### config.mk
export PLATFORM = sky130hd
export DESIGN_NAME = uart_tx_framer_flat
export DESIGN_NICKNAME = d
export VERILOG_FILES = /design/src/rtl/uart_tx_if.sv /design/src/rtl/uart_tx_framer.sv /design/src/flat_wrapper.sv
export SDC_FILE = /design/constraint.sdc
export NUM_CORES = 1
export LEC_CHECK = 0
export ABC_AREA = 1
export ABC_CLOCK_PERIOD_IN_PS = 1690
export BUFFER_PORTS_ARGS = -buffer_cell sky130_fd_sc_hd__buf_2
export CAP_MARGIN = 40
export CORE_MARGIN = 2
export CORE_UTILIZATION = 54
export CTS_BUF_LIST = sky130_fd_sc_hd__clkbuf_8
export CTS_CLUSTER_DIAMETER = 30
export CTS_CLUSTER_SIZE = 20
export DETAILED_ROUTE_END_ITERATION = 8
export PLACE_DENSITY = 0.78
export SLEW_MARGIN = 10
export SYNTH_ARGS = -nofsm -noshare
export SYNTH_HDL_FRONTEND = slang
export SYNTH_SLANG_ARGS = --single-unit
### constraint.sdc
create_clock -name baud_clk -period 1.69 [get_ports baud_clk]
set_clock_uncertainty 0.15 [all_clocks]
set_input_delay 0.0845 -clock baud_clk [delete_from_list [all_inputs] [get_ports baud_clk]]
set_output_delay 0.0845 -clock baud_clk [all_outputs]
set_load 0.05 [all_outputs]
### src/rtl/uart_tx_if.sv
// Word handshake between a producer and the UART transmit framer.
interface uart_tx_if #(parameter int DATA_W = 8);
   logic [DATA_W-1:0] tx_data;
   logic              tx_valid;
   logic              tx_ready;

   modport master (output tx_data, output tx_valid, input tx_ready);
   modport slave  (input tx_data, input tx_valid, output tx_ready);
endinterface

### src/rtl/uart_tx_framer.sv
// UART transmit framer: one-entry holding buffer feeding a start/data/parity/stop serializer.
// state  | meaning
// IDLE   | line high, waiting for a buffered word
// START  | start bit (0)
// DATA   | DATA_W data bits, LSB first
// PARITY | parity bit (even/odd/mark)
// STOP1  | first stop bit (1)
// STOP2  | second stop bit (1), only when latched stop2=1
module uart_tx_framer #(
   parameter int DATA_W = 8
) (
   input  logic       baud_clk,
   input  logic       rst_n,
   uart_tx_if.slave   tx_bus,
   input  logic [1:0] parity_mode,
   input  logic       stop2,
   output logic       tx_serial,
   output logic       busy,
   output logic       frame_done
);
   localparam int CNT_W = (DATA_W > 1) ? $clog2(DATA_W) : 1;
   localparam logic [CNT_W-1:0] CNT_LAST = CNT_W'(DATA_W - 1);

   typedef enum logic [2:0] {IDLE, START, DATA, PARITY, STOP1, STOP2} state_t;
   state_t state, state_nxt;

   logic              buf_full;
   logic [DATA_W-1:0] buf_data;
   logic [1:0]        buf_pmode;
   logic              buf_stop2;
   logic [DATA_W-1:0] shreg;
   logic [CNT_W-1:0]  bit_cnt;
   logic              cur_par_en;
   logic              cur_stop2;
   logic              cur_par_bit;
   logic              accept;
   logic              load;
   logic              last_stop;
   logic              par_bit_nxt;
   logic              tx_serial_nxt;

   assign tx_bus.tx_ready = ~buf_full;
   assign accept          = tx_bus.tx_valid & ~buf_full;
   assign last_stop       = (state == STOP2) || ((state == STOP1) && !cur_stop2);
   assign load            = buf_full && ((state == IDLE) || last_stop);
   assign busy            = (state != IDLE);
   assign frame_done      = last_stop;

   always_comb begin
      case (buf_pmode)
         2'b01:   par_bit_nxt = ^buf_data;
         2'b10:   par_bit_nxt = ~^buf_data;
         default: par_bit_nxt = 1'b1;
      endcase
   end

   always_comb begin
      state_nxt     = state;
      tx_serial_nxt = 1'b1;
      case (state)
         IDLE:    if (buf_full) state_nxt = START;
         START:   state_nxt = DATA;
         DATA:    if (bit_cnt == CNT_LAST) state_nxt = cur_par_en ? PARITY : STOP1;
         PARITY:  state_nxt = STOP1;
         STOP1:   if (cur_stop2) state_nxt = STOP2;
                  else           state_nxt = buf_full ? START : IDLE;
         STOP2:   state_nxt = buf_full ? START : IDLE;
         default: state_nxt = IDLE;
      endcase
      // The line level is chosen from the upcoming state so tx_serial comes straight off a flop.
      case (state_nxt)
         START:   tx_serial_nxt = 1'b0;
         DATA:    tx_serial_nxt = shreg[0];
         PARITY:  tx_serial_nxt = cur_par_bit;
         default: tx_serial_nxt = 1'b1;
      endcase
   end

   always_ff @(posedge baud_clk or negedge rst_n) begin
      if (!rst_n) begin
         state       <= IDLE;
         tx_serial   <= 1'b1;
         buf_full    <= 1'b0;
         buf_data    <= '0;
         buf_pmode   <= '0;
         buf_stop2   <= 1'b0;
         shreg       <= '1;
         bit_cnt     <= '0;
         cur_par_en  <= 1'b0;
         cur_stop2   <= 1'b0;
         cur_par_bit <= 1'b1;
      end else begin
         state     <= state_nxt;
         tx_serial <= tx_serial_nxt;
         if (accept) begin
            buf_full  <= 1'b1;
            buf_data  <= tx_bus.tx_data;
            buf_pmode <= parity_mode;
            buf_stop2 <= stop2;
         end else if (load) begin
            buf_full <= 1'b0;
         end
         if (load) begin
            shreg       <= buf_data;
            cur_par_en  <= |buf_pmode;
            cur_stop2   <= buf_stop2;
            cur_par_bit <= par_bit_nxt;
         end else if (state_nxt == DATA) begin
            shreg <= {1'b1, shreg[DATA_W-1:1]};
         end
         if (state == DATA) begin
            bit_cnt <= (bit_cnt == CNT_LAST) ? '0 : bit_cnt + 1'b1;
         end
      end
   end
endmodule

### src/flat_wrapper.sv
// flat-port wrapper written by rule: the top's interface ports become plain ports
module uart_tx_framer_flat 
#(
   parameter int DATA_W = 8
)
  (baud_clk, rst_n, parity_mode, stop2, tx_serial, busy, frame_done, tx_bus_tx_data, tx_bus_tx_valid, tx_bus_tx_ready);
  uart_tx_if #(.DATA_W(DATA_W)) tx_bus_i ();
  input  logic baud_clk;
  input  logic rst_n;
  input  logic [1:0] parity_mode;
  input  logic stop2;
  output logic tx_serial;
  output logic busy;
  output logic frame_done;
  input wire logic [$bits(tx_bus_i.tx_data)-1:0] tx_bus_tx_data;
  input wire logic [$bits(tx_bus_i.tx_valid)-1:0] tx_bus_tx_valid;
  output wire logic [$bits(tx_bus_i.tx_ready)-1:0] tx_bus_tx_ready;
  assign tx_bus_i.tx_data = tx_bus_tx_data;
  assign tx_bus_i.tx_valid = tx_bus_tx_valid;
  assign tx_bus_tx_ready = tx_bus_i.tx_ready;
  uart_tx_framer #(.DATA_W(DATA_W)) u_core (.baud_clk(baud_clk), .rst_n(rst_n), .tx_bus(tx_bus_i), .parity_mode(parity_mode), .stop2(stop2), .tx_serial(tx_serial), .busy(busy), .frame_done(frame_done));
endmodule
# Yosys cells after proc, flatten, opt, wreduce, memory -nomap -nowiden
# Index checks and enable logic that the tools add are counted.
dict set report word_totals {
  regBits 30
  input_bits 14
  wordCells 50
}
dict set report classes {
  n_reduce_logical 12
  n_mux 13
  bitwise 2
  n_eq_ne 11
  add_sub_neg 1
}
# cell count
set ops {}
lappend ops {{one-hot mux 3 bit (6 select lines)} 1}
lappend ops {{2-to-1 mux 8 bit} 2}
lappend ops {{2-to-1 mux 3 bit} 5}
lappend ops {{equality test 3 x 2 -> 1 bit, second input constant} 4}
lappend ops {{equality test 3 bit, second input constant} 3}
lappend ops {{XNOR reduction 8 bit} 1}
lappend ops {{XOR reduction 8 bit} 1}
lappend ops {{equality test 3 x 1 -> 1 bit, second input constant} 2}
lappend ops {{nonzero test 2 bit} 2}
lappend ops {{adder 3 x 1 -> 3 bit, second input constant} 1}
lappend ops {{zero test 3 bit} 1}
lappend ops {{2-to-1 mux 1 bit} 3}
lappend ops {{one-hot mux 1 bit (3 select lines)} 1}
lappend ops {{nonzero test 3 bit} 1}
lappend ops {{equality test 2 x 1 -> 1 bit, second input constant} 1}
lappend ops {{equality test 2 bit, second input constant} 1}
lappend ops {{logical AND 1 bit} 2}
lappend ops {{logical OR 1 bit} 2}
lappend ops {{one-hot mux 1 bit (2 select lines)} 1}
lappend ops {{OR reduction 2 bit} 1}
lappend ops {{AND 1 bit} 1}
lappend ops {{zero test 1 bit} 1}
lappend ops {{inverter 1 bit} 1}

# Logic depth before layout (Yosys ltp)
dict set report logic_depth {
  ltp_word 7
  depth_mapped 11
  mapped_depth_nobuf 11
}

# Worst setup path after synthesis
# Ideal clock, no wire load.
dict set report synth_timing {
  kind {register -> register}
  startpoint {register u_core.state[1]}
  endpoint {register u_core.cur_par_en}
  period_less_slack_ns 1.732
  t_required_ns 1.419
  arrival_ns 1.462
  setup_slack_ns -0.042
  path_stages_with_launch 9
  cell_sequence {dfrtp_1 nor2_2 nand2_1 o21ai_2 nand2_2 buf_6 buf_6 nand2_1 o21ai_1}
}
dict set report synth_between {
  elab_chain_cells 5
  word_cells_on_any_way 7
}
# element line_no
set synth_lines {}
lappend synth_lines {{from (decl)} uart_tx_framer.sv:25} ;# state_t state, state_nxt;
lappend synth_lines {{from (signal assigned)} uart_tx_framer.sv:93} ;# state <= state_nxt;
lappend synth_lines {{equality test 3 bit} uart_tx_framer.sv:44} ;# assign last_stop = (state == STOP2) || ((state == STOP1) && !cur_stop2);
lappend synth_lines {{logical AND 1 bit} uart_tx_framer.sv:44}
lappend synth_lines {{logical OR 1 bit} uart_tx_framer.sv:44}
lappend synth_lines {{logical OR 1 bit (*)} uart_tx_framer.sv:45} ;# assign load = buf_full && ((state == IDLE) || last_stop);
lappend synth_lines {{logical AND 1 bit (*)} uart_tx_framer.sv:45}
lappend synth_lines {{to (signal assigned)} uart_tx_framer.sv:105} ;# cur_par_en <= |buf_pmode;
lappend synth_lines {{to (decl)} uart_tx_framer.sv:33} ;# logic cur_par_en;
# Every way passes the cells marked *; elsewhere a longest branch is shown, timed or not.
# A chain may end at the register's enable or synchronous reset.

# Final worst setup path
dict set report layout_timing {
  startpoint {register u_core.bit_cnt[0]}
  endpoint {register u_core.shreg[4]}
}
dict set report layout_between {
  elab_chain_cells 5
}
# element line_no
set layout_lines {}
lappend layout_lines {{from (decl)} uart_tx_framer.sv:32} ;# logic [CNT_W-1:0] bit_cnt;
lappend layout_lines {{from (signal assigned)} uart_tx_framer.sv:112} ;# bit_cnt <= (bit_cnt == CNT_LAST) ? '0 : bit_cnt + 1'b1;
lappend layout_lines {{equality test 3 bit} uart_tx_framer.sv:63} ;# DATA: if (bit_cnt == CNT_LAST) state_nxt = cur_par_en ? PARITY : STOP1;
lappend layout_lines {{2-to-1 mux 3 bit} uart_tx_framer.sv:63}
lappend layout_lines {{one-hot mux 3 bit (6 select lines)} uart_tx_framer.sv:60} ;# case (state)
lappend layout_lines {{net u_core.state_nxt[1]} uart_tx_framer.sv:25}
lappend layout_lines {{equality test 3 x 2 -> 1 bit} uart_tx_framer.sv:108} ;# end else if (state_nxt == DATA) begin
lappend layout_lines {{nonzero test 2 bit (no source line)} --}
lappend layout_lines {{to (signal assigned)} uart_tx_framer.sv:104} ;# shreg <= buf_data;
lappend layout_lines {{to (signal assigned)} uart_tx_framer.sv:109} ;# shreg <= {1'b1, shreg[DATA_W-1:1]};
lappend layout_lines {{to (decl)} uart_tx_framer.sv:31} ;# logic [DATA_W-1:0] shreg;
# The timed path passes the listed nets, and every way through them passes these cells.

==> results_dict.tcl <==
set metrics [dict create \
    fin_crit_sh_pct 99.6 \
    holdPathStages 3 \
    crit_family "simple AND/OR/NAND/NOR gates" \
    worstSetupStartpointType "register" \
    drc_errors 0 \
    ys_ff_latch 30 \
    p_total_w 0.00447 \
    drt_iter0_markers 27 \
    cp_slowest_stage_delay_ps 380 \
    cap_violations 0 \
    ys_top_cells_by_area "dfrtp_1, nand2_1, dfstp_2" \
    cp.arrival_ps 1760 \
    drive_above_1_share_pct 25.1 \
    cp_num_buf_inv 1 \
    cp.required_ps 1760 \
    p_per_area_nw_per_um2 2230 \
    synth_largest_area_cell "dfrtp_1" \
    syn_avg_cell_area_sq_um 7.74 \
    rsz0062_at_grt "yes" \
    grt_max_degree 31 \
    wl_per_cell_microns 11.1 \
    hold_viol 0 \
    insertion_delay_ps 280 \
    ys_types 23 \
    die_area_sq_um 3390 \
    grt_pass1_wl_microns 5440 \
    clock.fmax_mhz 594 \
    post-route-min-period_ps 1680 \
    maxSlewViolCount 0 \
    gp_congestion 0.758 \
    clk_pin_slew_worst_paths_ps 60 \
    diodes 0 \
    fin_nets 265 \
    worstSetupPathType "register to register" \
    ir_drop_uv 1790 \
    drt_pass1_iterations 4 \
    hold_slack_ps 47.1 \
    synthCells 205 \
    layout_commonest_cell "nand2_1" \
    r2r_start "u_core.bit_cnt[0]$_DFFE_PN0N_" \
    rrSetupSlack_ps 7 \
    clock_sinks 30 \
    outcome "completed" \
    die_h_microns 58.2 \
    io_pins 18 \
    finish.instance_area_sq_um 2010 \
    dpl_worst_slack_ps -56.4 \
    netlist.area_leader.share_pct 31.5 \
    reg2reg_to "u_core.shreg[4]$_DFFE_PN1P_" \
    syn_nets 224 \
    clk_path_buf_depth 2 \
    setup_viol_count_final 0 \
    numCtsBuffers 5 \
    die_w_microns 58.2 \
    ys_warn_count 0 \
    dp_hpwl_microns 2140 \
    root_buffer "clkbuf_8" \
    placed_area_sq_um 1720 \
    cts_tree "done" \
    worst_slack_ps 7.31 \
    rows 19 \
    hold_path.class "primary input to register" \
    drt.antenna.violating_nets 0 \
    crit_top_cell "nand2_1" \
    r2r_cells 9 \
    vias 1355 \
    critPathSlowestCell "dfrtp_1" \
    wl_microns 3080 \
    p_leak_nw 1.08 \
    htreeDepth 2 \
    via_per_inst 4.87 \
    areaGrowthSynthToFinish_pct 26.4 \
    overflow 0 \
    grt_use_total_pct 21.9 \
    floorplan.initialDensity_pct 57.0 \
    yosysSeqAreaShare_pct 48.1 \
    syn_area_sq_um 1590 \
    coreArea_sq_um 2780 \
    hp-start "tx_bus_tx_valid" \
    antenna_found_initial 0 \
    portBuffers 17 \
    path_cells "ha_2 > ha_4 > inv_2 > o21ai_2 > a21oi_2 > nand4_4 > nand2_4 > nand2_1 > nand2_1" \
    end_kind "register" \
    tightest_slew_ps 647 \
    hold_path_end "u_core.buf_full$_DFFE_PN0P_" \
    slew_headroom_pct 56.9 \
    crit_fanout 8 \
    first_global_vias 1343 \
    final_cell_mix "nand2_1, inv_1, dfrtp_1" \
]
-- final cells by class --
| type | count | area [sq um] |
|---|---|---|
| Clock buffer | 6 | 82.6 |
| Timing Repair Buffer | 38 | 273 |
| Fill cell | 215 | 776 |
| Sequential cell | 30 | 763 |
| Tap cell | 31 | 38.8 |
| Clock inverter | 2 | 8.76 |
| Multi-Input combinational cell | 146 | 746 |
| Inverter | 25 | 93.8 |
-- repair_timing --
item | CTS | global route
setup buffers | 2 | 1
gates cloned | 1 | 0
gates resized for setup | 6 | 3
setup endpoints to repair | 9 | 9
hold endpoints to repair | 31 | 0
pin swaps | 5 | 4
hold buffers | 12 | 0
-- sequential cells by signal (all words and copies together) (netlist names), 2 cells and up --
| signal | cells |
|---|---|
| u_core.buf_data | 8 |
| u_core.shreg | 8 |
| u_core.state | 3 |
| u_core.buf_pmode | 2 |
| u_core.bit_cnt | 3 |
-- power by group --
group | total (W) | switching, W | internal, W
Clock | 0.000582 | 0.000260 | 0.000322
Combinational | 0.00248 | 0.00157 | 0.000906
Sequential | 0.00141 | 0.000237 | 0.00117
-- cell families after synthesis --
| logic type | share of synthesized area [%] |
|---|---|
| buffers and inverters | 8.20 |
| and+or+nand+nor | 29.6 |
| adders and majority gates | 3.94 |
| AOI/OAI and AO/OA | 10.2 |
| DFF | 48.1 |
-- through the flow --
stage               utilization (%)  TNS [ps]  std cells
global placement               61.9     -63.4        254
global route                   72.1      -714        278
detailed placement             61.9      -475        254
finish                         72.1         0        278
CTS                            71.5     -2.86        277
floorplan                         -         0        205
-- worst max-delay path by stage --
stage	start	end	slack, ps	cells past startpoint
final	u_core.bit_cnt[0]$_DFFE_PN0N_	u_core.shreg[4]$_DFFE_PN1P_	7	9
after global placement	u_core.bit_cnt[0]$_DFFE_PN0N_	u_core.shreg[7]$_DFFE_PN1P_	-10	9
after detailed placement	u_core.bit_cnt[0]$_DFFE_PN0N_	u_core.shreg[3]$_DFFE_PN1P_	-60	9
after floorplan	u_core.bit_cnt[0]$_DFFE_PN0N_	u_core.shreg[7]$_DFFE_PN1P_	20	9
after CTS	u_core.bit_cnt[1]$_DFFE_PN0N_	u_core.shreg[1]$_DFFE_PN1P_	-3	9
after global routing	u_core.bit_cnt[0]$_DFFE_PN0N_	u_core.shreg[1]$_DFFE_PN1P_	-90	9
-- Yosys cell counts --
master and instances:
a21boi_0 1, a21oi_1 11, a21oi_2 1, buf_2 2, buf_6 2, clkbuf_1 1, dfrtp_1 20, dfstp_2 10
ha_1 5, inv_1 24, inv_2 1, nand2_1 75, nand2_2 3, nand2_4 1, nand3_1 12, nand4_1 1
nand4_4 1, nor2_1 17, nor2_2 1, o21a_1 1, o21ai_0 9, o21ai_1 4, o21ai_2 2
-- worst register-to-register path: cells and delay by family, from the launching register on --
| kind | cells | cell delay [ps] |
|---|---|---|
| AOI/OAI and AO/OA | 2 | 260 |
| adders and majority gates | 2 | 360 |
| buffers and inverters | 1 | 40 |
| DFF | 1 | 380 |
| and+or+nand+nor | 4 | 430 |
-- per-layer routing --
metal | up-vias | GRT usage (%) | wire, microns | share of wire [%]
met1 | 605 | 24.3 | 1420 | 46
met3 | 5 | 7.37 | 85 | 2.8
met5 | - | 0 | 0 | 0
li1 | 725 | - | - | -
met2 | 20 | 38.0 | 1520 | 49
met4 | 0 | 9.97 | 59 | 1.9
Power figures use the tool's default switching activity.
